--- config.mk ---
export PLATFORM = sky130hd
export DESIGN_NAME = decoder_seq
export DESIGN_NICKNAME = d
export VERILOG_FILES = /design/src/rtl/decoder_pkg.sv /design/src/rtl/onehot_dec.sv /design/src/rtl/decoder_seq.sv
export SDC_FILE = /design/constraint.sdc
export NUM_CORES = 1
export LEC_CHECK = 0
export CORE_MARGIN = 10
export CORE_UTILIZATION = 30
export DETAILED_ROUTE_END_ITERATION = 7
export HOLD_SLACK_MARGIN = 0.06
export PLACE_DENSITY = 0.62
export SYNTH_ARGS = -nofsm -noshare
export SYNTH_HDL_FRONTEND = slang
export SYNTH_SLANG_ARGS = --single-unit
--- constraint.sdc ---
create_clock -name clk -period 3.65 [get_ports clk]
set_input_delay 0.73 -clock clk [delete_from_list [all_inputs] [get_ports clk]]
set_output_delay 0.73 -clock clk [all_outputs]
set_load 0.03 [all_outputs]
--- src/rtl/decoder_pkg.sv ---
// Shared types for the sequenced binary-to-line decoder.
package decoder_pkg;

  // Output pattern selected per command.
  typedef enum logic [1:0] {
    ONEHOT  = 2'd0,
    THERMO  = 2'd1,
    WALK_UP = 2'd2,
    WALK_DN = 2'd3
  } dec_mode_t;

  // IDLE: nothing presented downstream. EMIT: a beat is on out_y.
  typedef enum logic {
    IDLE = 1'b0,
    EMIT = 1'b1
  } dec_state_t;

endpackage

--- src/rtl/onehot_dec.sv ---
// Purely combinational N-bit index to 2**N-bit one-hot line decode.
module onehot_dec #(
  parameter int N = 3
) (
  input  logic [N-1:0]      idx,
  output logic [2**N-1:0]   y
);

  localparam int W = 2**N;

  // Single set bit at position idx.
  assign y = W'(1) << idx;

endmodule

--- src/rtl/decoder_seq.sv ---
// Registered binary-to-line decoder with valid/ready on both sides.
// Modes: one-hot, thermometer, and multi-beat walking-one (up or down).
module decoder_seq
  import decoder_pkg::*;
#(
  parameter int N = 3
) (
  input  logic              clk,
  input  logic              rst_n,
  input  logic              in_valid,
  output logic              in_ready,
  input  logic [N-1:0]      in_code,
  input  logic [1:0]        in_mode,
  output logic              out_valid,
  input  logic              out_ready,
  output logic [2**N-1:0]   out_y,
  output logic              out_last,
  output logic              busy
);

  localparam int W = 2**N;

  dec_state_t  state_q;
  dec_mode_t   mode_q;
  logic [N-1:0] code_q;
  logic [N-1:0] cnt_q;

  logic in_hs;
  logic out_hs;
  logic advance;

  // Source of the beat that will be registered at the next edge.
  dec_mode_t    sel_mode;
  logic [N-1:0] sel_code;
  logic [N-1:0] sel_cnt;
  logic [N-1:0] sel_idx;
  logic [W-1:0] onehot_y;
  logic [W-1:0] thermo_y;
  logic [W-1:0] next_y;
  logic         next_last;

  assign out_valid = (state_q == EMIT);
  assign busy      = out_valid;
  assign out_hs    = out_valid && out_ready;
  // A new command may load in the same edge that retires the last beat.
  assign in_ready  = (state_q == IDLE) || (out_hs && out_last);
  assign in_hs     = in_valid && in_ready;
  assign advance   = out_hs && !out_last;

  // Pick the fields describing the next beat: a fresh command or the next step of the current one.
  always_comb begin
    // NOTE: every always_comb output gets a default first so no path can infer a latch.
    sel_mode = mode_q;
    sel_code = code_q;
    sel_cnt  = cnt_q + 1'b1;
    if (in_hs) begin
      sel_mode = dec_mode_t'(in_mode);
      sel_code = in_code;
      sel_cnt  = '0;
    end
  end

  // Mode-dependent index into the shared one-hot decoder.
  always_comb begin
    sel_idx = sel_code;
    case (sel_mode)
      WALK_UP: sel_idx = sel_cnt;
      WALK_DN: sel_idx = sel_code - sel_cnt;
      default: sel_idx = sel_code;
    endcase
  end

  onehot_dec #(.N(N)) u_onehot (
    .idx (sel_idx),
    .y   (onehot_y)
  );

  // Thermometer is (onehot << 1) - 1 evaluated one bit wider so code W-1 gives all ones.
  assign thermo_y  = W'(({1'b0, onehot_y} << 1) - {{W{1'b0}}, 1'b1});
  assign next_y    = (sel_mode == THERMO) ? thermo_y : onehot_y;
  assign next_last = (sel_mode == ONEHOT) || (sel_mode == THERMO) || (sel_cnt == sel_code);

  // Command FSM plus registered beat outputs; stalled beats simply hold.
  always_ff @(posedge clk or negedge rst_n) begin
    // NOTE: every register here is a plain flop with a defined reset value; state uses non-blocking assignment only.
    if (!rst_n) begin
      state_q  <= IDLE;
      mode_q   <= ONEHOT;
      code_q   <= '0;
      cnt_q    <= '0;
      out_y    <= '0;
      out_last <= 1'b0;
    end else if (in_hs) begin
      state_q  <= EMIT;
      mode_q   <= dec_mode_t'(in_mode);
      code_q   <= in_code;
      cnt_q    <= '0;
      out_y    <= next_y;
      out_last <= next_last;
    end else if (advance) begin
      cnt_q    <= sel_cnt;
      out_y    <= next_y;
      out_last <= next_last;
    end else if (out_hs) begin
      // Last beat taken with no follow-on command.
      state_q  <= IDLE;
      cnt_q    <= '0;
      out_y    <= '0;
      out_last <= 1'b0;
    end
  end

endmodule

Word level (Yosys, flattened, before mapping)
Cells that the tools add are included.
W data, S select, Z words.
Word-level totals
  flip-flop bits (word level): 18
  output and inout bits: 12
Cells by class
  add/subtract/negate cells: 3
  equality and inequality tests: 5
  shifts and indexed selects: 1
  mux-type cells: 16
  bitwise operators: 1
  reduce and logical (&&, ||, !) cells: 12
Operators by type and width (number)
  $mux W8: 4
  $mux W3: 5
  $shl A1 B3 Y8 const A: 1
  $sub A8 B1 Y8 const B: 1
  $pmux W3 S2: 1
  $mux W1: 5
  $eq A2 B2 Y1 const B: 2
  $logic_and A1 B1 Y1: 4
  $add A3 B1 Y3 const B: 1
  $eq A3 B3 Y1: 1
  $logic_or A1 B1 Y1: 3
  $reduce_bool A3 Y1: 1
  $sub A3 B3 Y3: 1
  $eq A2 B1 Y1 const B: 1
  $logic_not A2 Y1: 1
  $mux W2: 1
  $ne A2 B2 Y1 const B: 1
  $reduce_and A2 Y1: 1
  $reduce_bool A2 Y1: 1
  $logic_not A1 Y1: 1
  $not A1 Y1: 1

Longest topological paths before layout
  depth in word-level cells: 12
  depth in mapped cells: 17

Hierarchy
From an unflattened synthesis, not the netlist that was laid out.
Second synthesis, totals
  cells, all modules: 145
  area total of the unflattened synthesis: 1403.8 um^2
By module, submodules not included
  decoder_seq: instances 1, cells an instance 137, area each 1338.8 um^2
  onehot_dec: instances 1, cells an instance 8, area each 65.1 um^2

Worst setup path after synthesis
Ideal clock, no wire load.
  kind: input -> register
  start point: input in_valid
  end point: register out_y[3]
  library setup time: 80 ps
  arrival: 3954 ps
  required time: 3570 ps
  path slack: -384 ps
  stages on the path: 17
  path through: buf_2 inv_1 nor2_2 mux2_2 inv_1 ha_1 fa_1 a41oi_2 o21ai_2 a221oi_4 nand3b_2 ha_1 inv_1 nand3_2 mux2_4 or2_0 o211ai_2
On the way
  word-level cells in the longest chain between the ends: 9
  elaborated cells on any way between the ends: 15
RTL lines
  start, declared: RTL line decoder_seq.sv:10  | input logic in_valid,
  $logic_and A1 B1 Y1 *: RTL line decoder_seq.sv:47  | assign in_hs = in_valid && in_ready;
  $mux W3 *
  via sel_code[0]: RTL line decoder_seq.sv:34  | logic [N-1:0] sel_code;
  $sub A3 B3 Y3: RTL line decoder_seq.sv:68  | WALK_DN: sel_idx = sel_code - sel_cnt;
  $pmux W3 S2 *: RTL line decoder_seq.sv:66  | case (sel_mode)
  $shl A1 B3 Y8 *: RTL line onehot_dec.sv:12  | assign y = W'(1) << idx;
  $sub A8 B1 Y8: RTL line decoder_seq.sv:79  | assign thermo_y = W'(({1'b0, onehot_y} << 1) - {{W{1'b0}}, 1'b1});
  $mux W8 *: RTL line decoder_seq.sv:80  | assign next_y = (sel_mode == THERMO) ? thermo_y : onehot_y;
  $mux W8: RTL line decoder_seq.sv:100  | end else if (advance) begin
  $mux W8 *: RTL line decoder_seq.sv:93  | end else if (in_hs) begin
  end signal, assigned: RTL line decoder_seq.sv:98  | out_y <= next_y;
  end signal, assigned: RTL line decoder_seq.sv:102  | out_y <= next_y;
  end, declared: RTL line decoder_seq.sv:16  | output logic [2**N-1:0] out_y,
The timed path passes the listed nets; every way through them passes the cells marked *.
A chain may end at the register's enable or synchronous reset.

Worst setup path after layout
  start point: input in_code[1]
  end point: register out_y[3]
On the way
  word-level cells in the longest chain between the ends: 8
RTL lines
  start, declared: RTL line decoder_seq.sv:12  | input logic [N-1:0] in_code,
  $mux W3 *
  via sel_code[1]: RTL line decoder_seq.sv:34
  $sub A3 B3 Y3: RTL line decoder_seq.sv:68
  $pmux W3 S2 *: RTL line decoder_seq.sv:66
  $shl A1 B3 Y8 *: RTL line onehot_dec.sv:12
  $sub A8 B1 Y8: RTL line decoder_seq.sv:79
  $mux W8 *: RTL line decoder_seq.sv:80
  $mux W8: RTL line decoder_seq.sv:100
  $mux W8 *: RTL line decoder_seq.sv:93
Marked as above.

==> metrics.csv <==
stage,metric,value,unit
cells_and_area,"commonest cells after routing, fill and taps aside","28 x buf_4, 19 x nand2_1, 18 x dfrtp_1",
pwr,pwr dens,1045,nW/µm²
worst_setup_path,R2R depth,16,
min_path,Worst Hold Endpoint,out_y[3],
logic_synthesis,register area share after synthesis,35.05,%
cells_and_area,"Design Area, Final",1833,µm²
timing,Max Slew Vio Count,0,
logic_synthesis,ys flop type,dfrtp_1,
timing,hold slack,502.1,ps
grt,vias in the first global route,1260,
placement,DP Worst Slack,-534.3,ps
logic_synthesis,synth warn,0,
grt,met2 GRT Util,15.53,%
placement,placed cell area,1769,µm²
timing,final setup fails,0,
cells_and_area,Ant. Diodes,0,
timing,fin crit period,3491,ps
grt,largest net degree at the start of global routing,19,
logic_synthesis,synthesized area,1285,µm²
cts,maximum root-to-sink buffer count,2,
routing,DRT antenna net count,0,
routing,initial DRC count,48,
pwr,Leakage,0.8307,nW
placement,Post-DP HPWL,2778,µm
timing,Final period util,95.64,%
logic_synthesis,"area leader, netlist",dfrtp_1,
timing,Tightest Pin Transition,830.3,ps
grt,GR Layer Usage met3,2.868,%
timing,Slew headroom,44.47,%
worst_setup_path,r2r endpoint,out_y[3],
logic_synthesis,Synth top area share,35.05,%
logic_synthesis,Mapped Nets,150,
logic_synthesis,Syn Area/Cell,9.448,µm²
logic_synthesis,ranking of synthesized cells by area,"dfrtp_1 35%, nand2_1 5.8%, mux2_2 4.4%, ha_1 3.9%, inv_1 2.9%",
routing,post-DR wirelength/cell,14.76,µm
min_path,Worst Hold Class,reg2reg,
timing,final hold viol count,0,
die,Core Area,4086,µm²
timing,Fmax,286.5,MHz
routing,DRC,0,
grt,grt peak-use layer,met2,
timing,Clock Skews,2.185,ps
cells_and_area,layout cells sized above 1,34.24,%
logic_synthesis,Synth async-reset ratio,100.0,%
placement,Final GP Congestion,0.8924,
cts,Worst-path clk slew,60,ps
routing,First-pass DRT Iterations,4,
timing,slack of the critical path,159.2,ps
worst_setup_path,Critical R2R Launch,out_last,
cells_and_area,share of the core filled with cells,44.86,%
die,initial core utilization,31.45,%
pwr,Peak VDD IR,0.0006263,V
min_path,min-delay src,out_y[3],
grt,met1 Use GR,12.03,%
logic_synthesis,Syn Inst Count,136,
cells_and_area,Storage cell area,450.4,µm²
logic_synthesis,Yosys reg bits,18,
die,width of the die,85.45,µm
outcome,outcome,finished clean,
worst_setup_path,CP endpoint kind,register,
placement,port bufs,20,
cts,Sink Count,18,
die,DIE HEIGHT,85.45,µm
routing,via count of the routed design,1195,
cts,CTS Root Cell,clkbuf_8,
cts,Worst-Skew Late Latency,250,ps
worst_setup_path,CP max FO,3,
min_path,hold depth,2,
cells_and_area,multi-input logic area,822.0,µm²
cells_and_area,Non-Filler Instances,234,
placement,Post-Place Cells,228,
cts,H-tree Lvls,1,
routing,via density per instance,5.107,
die,std cell rows,23,
worst_setup_path,worst setup path class,in2reg,
die,full die area,7301,µm²
cells_and_area,Area growth syn-to-layout,42.65,%
logic_synthesis,"EDFF count, synth",0,
grt,initial antenna violation count,0,
cells_and_area,Filler cells,412,
worst_setup_path,r2r setup slk,320,ps
cells_and_area,final net count,200,
run,Max-Cap Viols,0,
grt,gr usage total,9.798,%
cts,CTS tree,done,
cells_and_area,"commonest non-fill, non-tap cell in the layout",buf_4,
grt,grt total ovfl,0,
worst_setup_path,arrival time worst endpoint,3670,ps
logic_synthesis,Yosys cell types,53,
die,Ports,21,
routing,final wirelength,3454,µm
worst_setup_path,CP Data Required Time,3830,ps
grt,global-route wire length before repair,5934,µm
worst_setup_path,startpoint types,primary input,
cts,number of buffers created by CTS,3,
==> repair_timing <==
item,CTS,global route
setup endpoints to repair,3,3
setup buffers,1,2
gates resized for setup,3,6
pin swaps,7,3
hold buffers,0,0
cloned,0,0
==> cells in the mapped netlist, drive strengths merged, types with 2 or more instances <==
| cell | number |
|---|---|
| a211oi | 2 |
| a21o | 2 |
| a21oi | 3 |
| and3 | 2 |
| buf | 2 |
| clkinv | 2 |
| dfrtp | 18 |
| ha | 4 |
| inv | 11 |
| mux2 | 6 |
| mux2i | 3 |
| nand2 | 20 |
| nand2b | 2 |
| nand3 | 6 |
| nand3b | 3 |
| nor2 | 8 |
| nor2b | 3 |
| o211ai | 5 |
| o21ai | 9 |
| o22ai | 2 |
| o32a | 2 |
| xnor2 | 2 |
==> registers in the layout (all words and copies together) (netlist names) <==
| name | cells |
|---|---|
| busy | 1 |
| cnt_q | 3 |
| code_q | 3 |
| mode_q | 2 |
| out_last | 1 |
| out_y | 8 |
==> through the flow <==
step	TNS, ps	total power [mW]
3_3_place_gp	-1080	1.710
3_5_place_dp	-1457	1.726
6_report	0	1.915
2_1_floorplan	-63.67	1.222
5_1_grt	-31.41	2.086
4_1_cts	0	1.896
==> power breakdown <==
group	switching, mW	total [mW]	internal [mW]	leakage (nW)
registers	0.0665	0.347	0.280	0.227
logic	0.704	1.43	0.728	0.582
clock network	0.0626	0.136	0.0733	0.0216
==> logic make-up (layout without fill, tap and decap cells) <==
logic type	count (synthesis)	in the layout	share of synthesized area [%]
simple gates	51	51	21.71
compound gates	35	35	23.17
flops	18	18	35.05
buf+inv	16	64	5.063
mux	9	9	8.178
fa+ha+maj	5	5	5.453
xor+xnor	2	2	1.363
==> worst max-delay path, cell delays in order <==
cell	delay (ps)
clkdlybuf4s50_1	480
nand3_2	90
nand2_2	80
inv_1	60
fa_2	400
a41oi_2	180
o21ai_2	100
a221oi_4	380
nand3_2	160
ha_4	200
inv_2	60
nand3_2	70
mux2_4	310
or2_0	210
o211ai_2	150
==> final cells by class <==
cell class	instances	area share, %
Inverter	13	2.935
Timing Repair Buffer	48	21.98
Sequential cell	18	24.57
Tap cell	50	3.413
Multi-Input combinational cell	102	44.85
Clock buffer	3	2.253
==> layer usage <==
metal	vias to the layer above	share of wire, %
li1	587	-
met2	25	46
met3	7	4.7
met4	0	1.6
met5	-	0
met1	576	47
==> how the worst max path moves through the flow <==
stage / slack (ps) / endpoint / cells past startpoint / from
final: 160 / out_y[3] / 15 / in_code[1]
after floorplan: -60 / out_y[3] / 17 / in_valid
after detailed placement: -530 / out_y[3] / 17 / out_ready
after global placement: -440 / out_y[3] / 18 / out_ready
after global routing: -30 / out_y[3] / 15 / in_code[1]
after CTS: 8 / out_y[3] / 17 / out_ready
No activity file was read; power rests on OpenSTA's default activity.
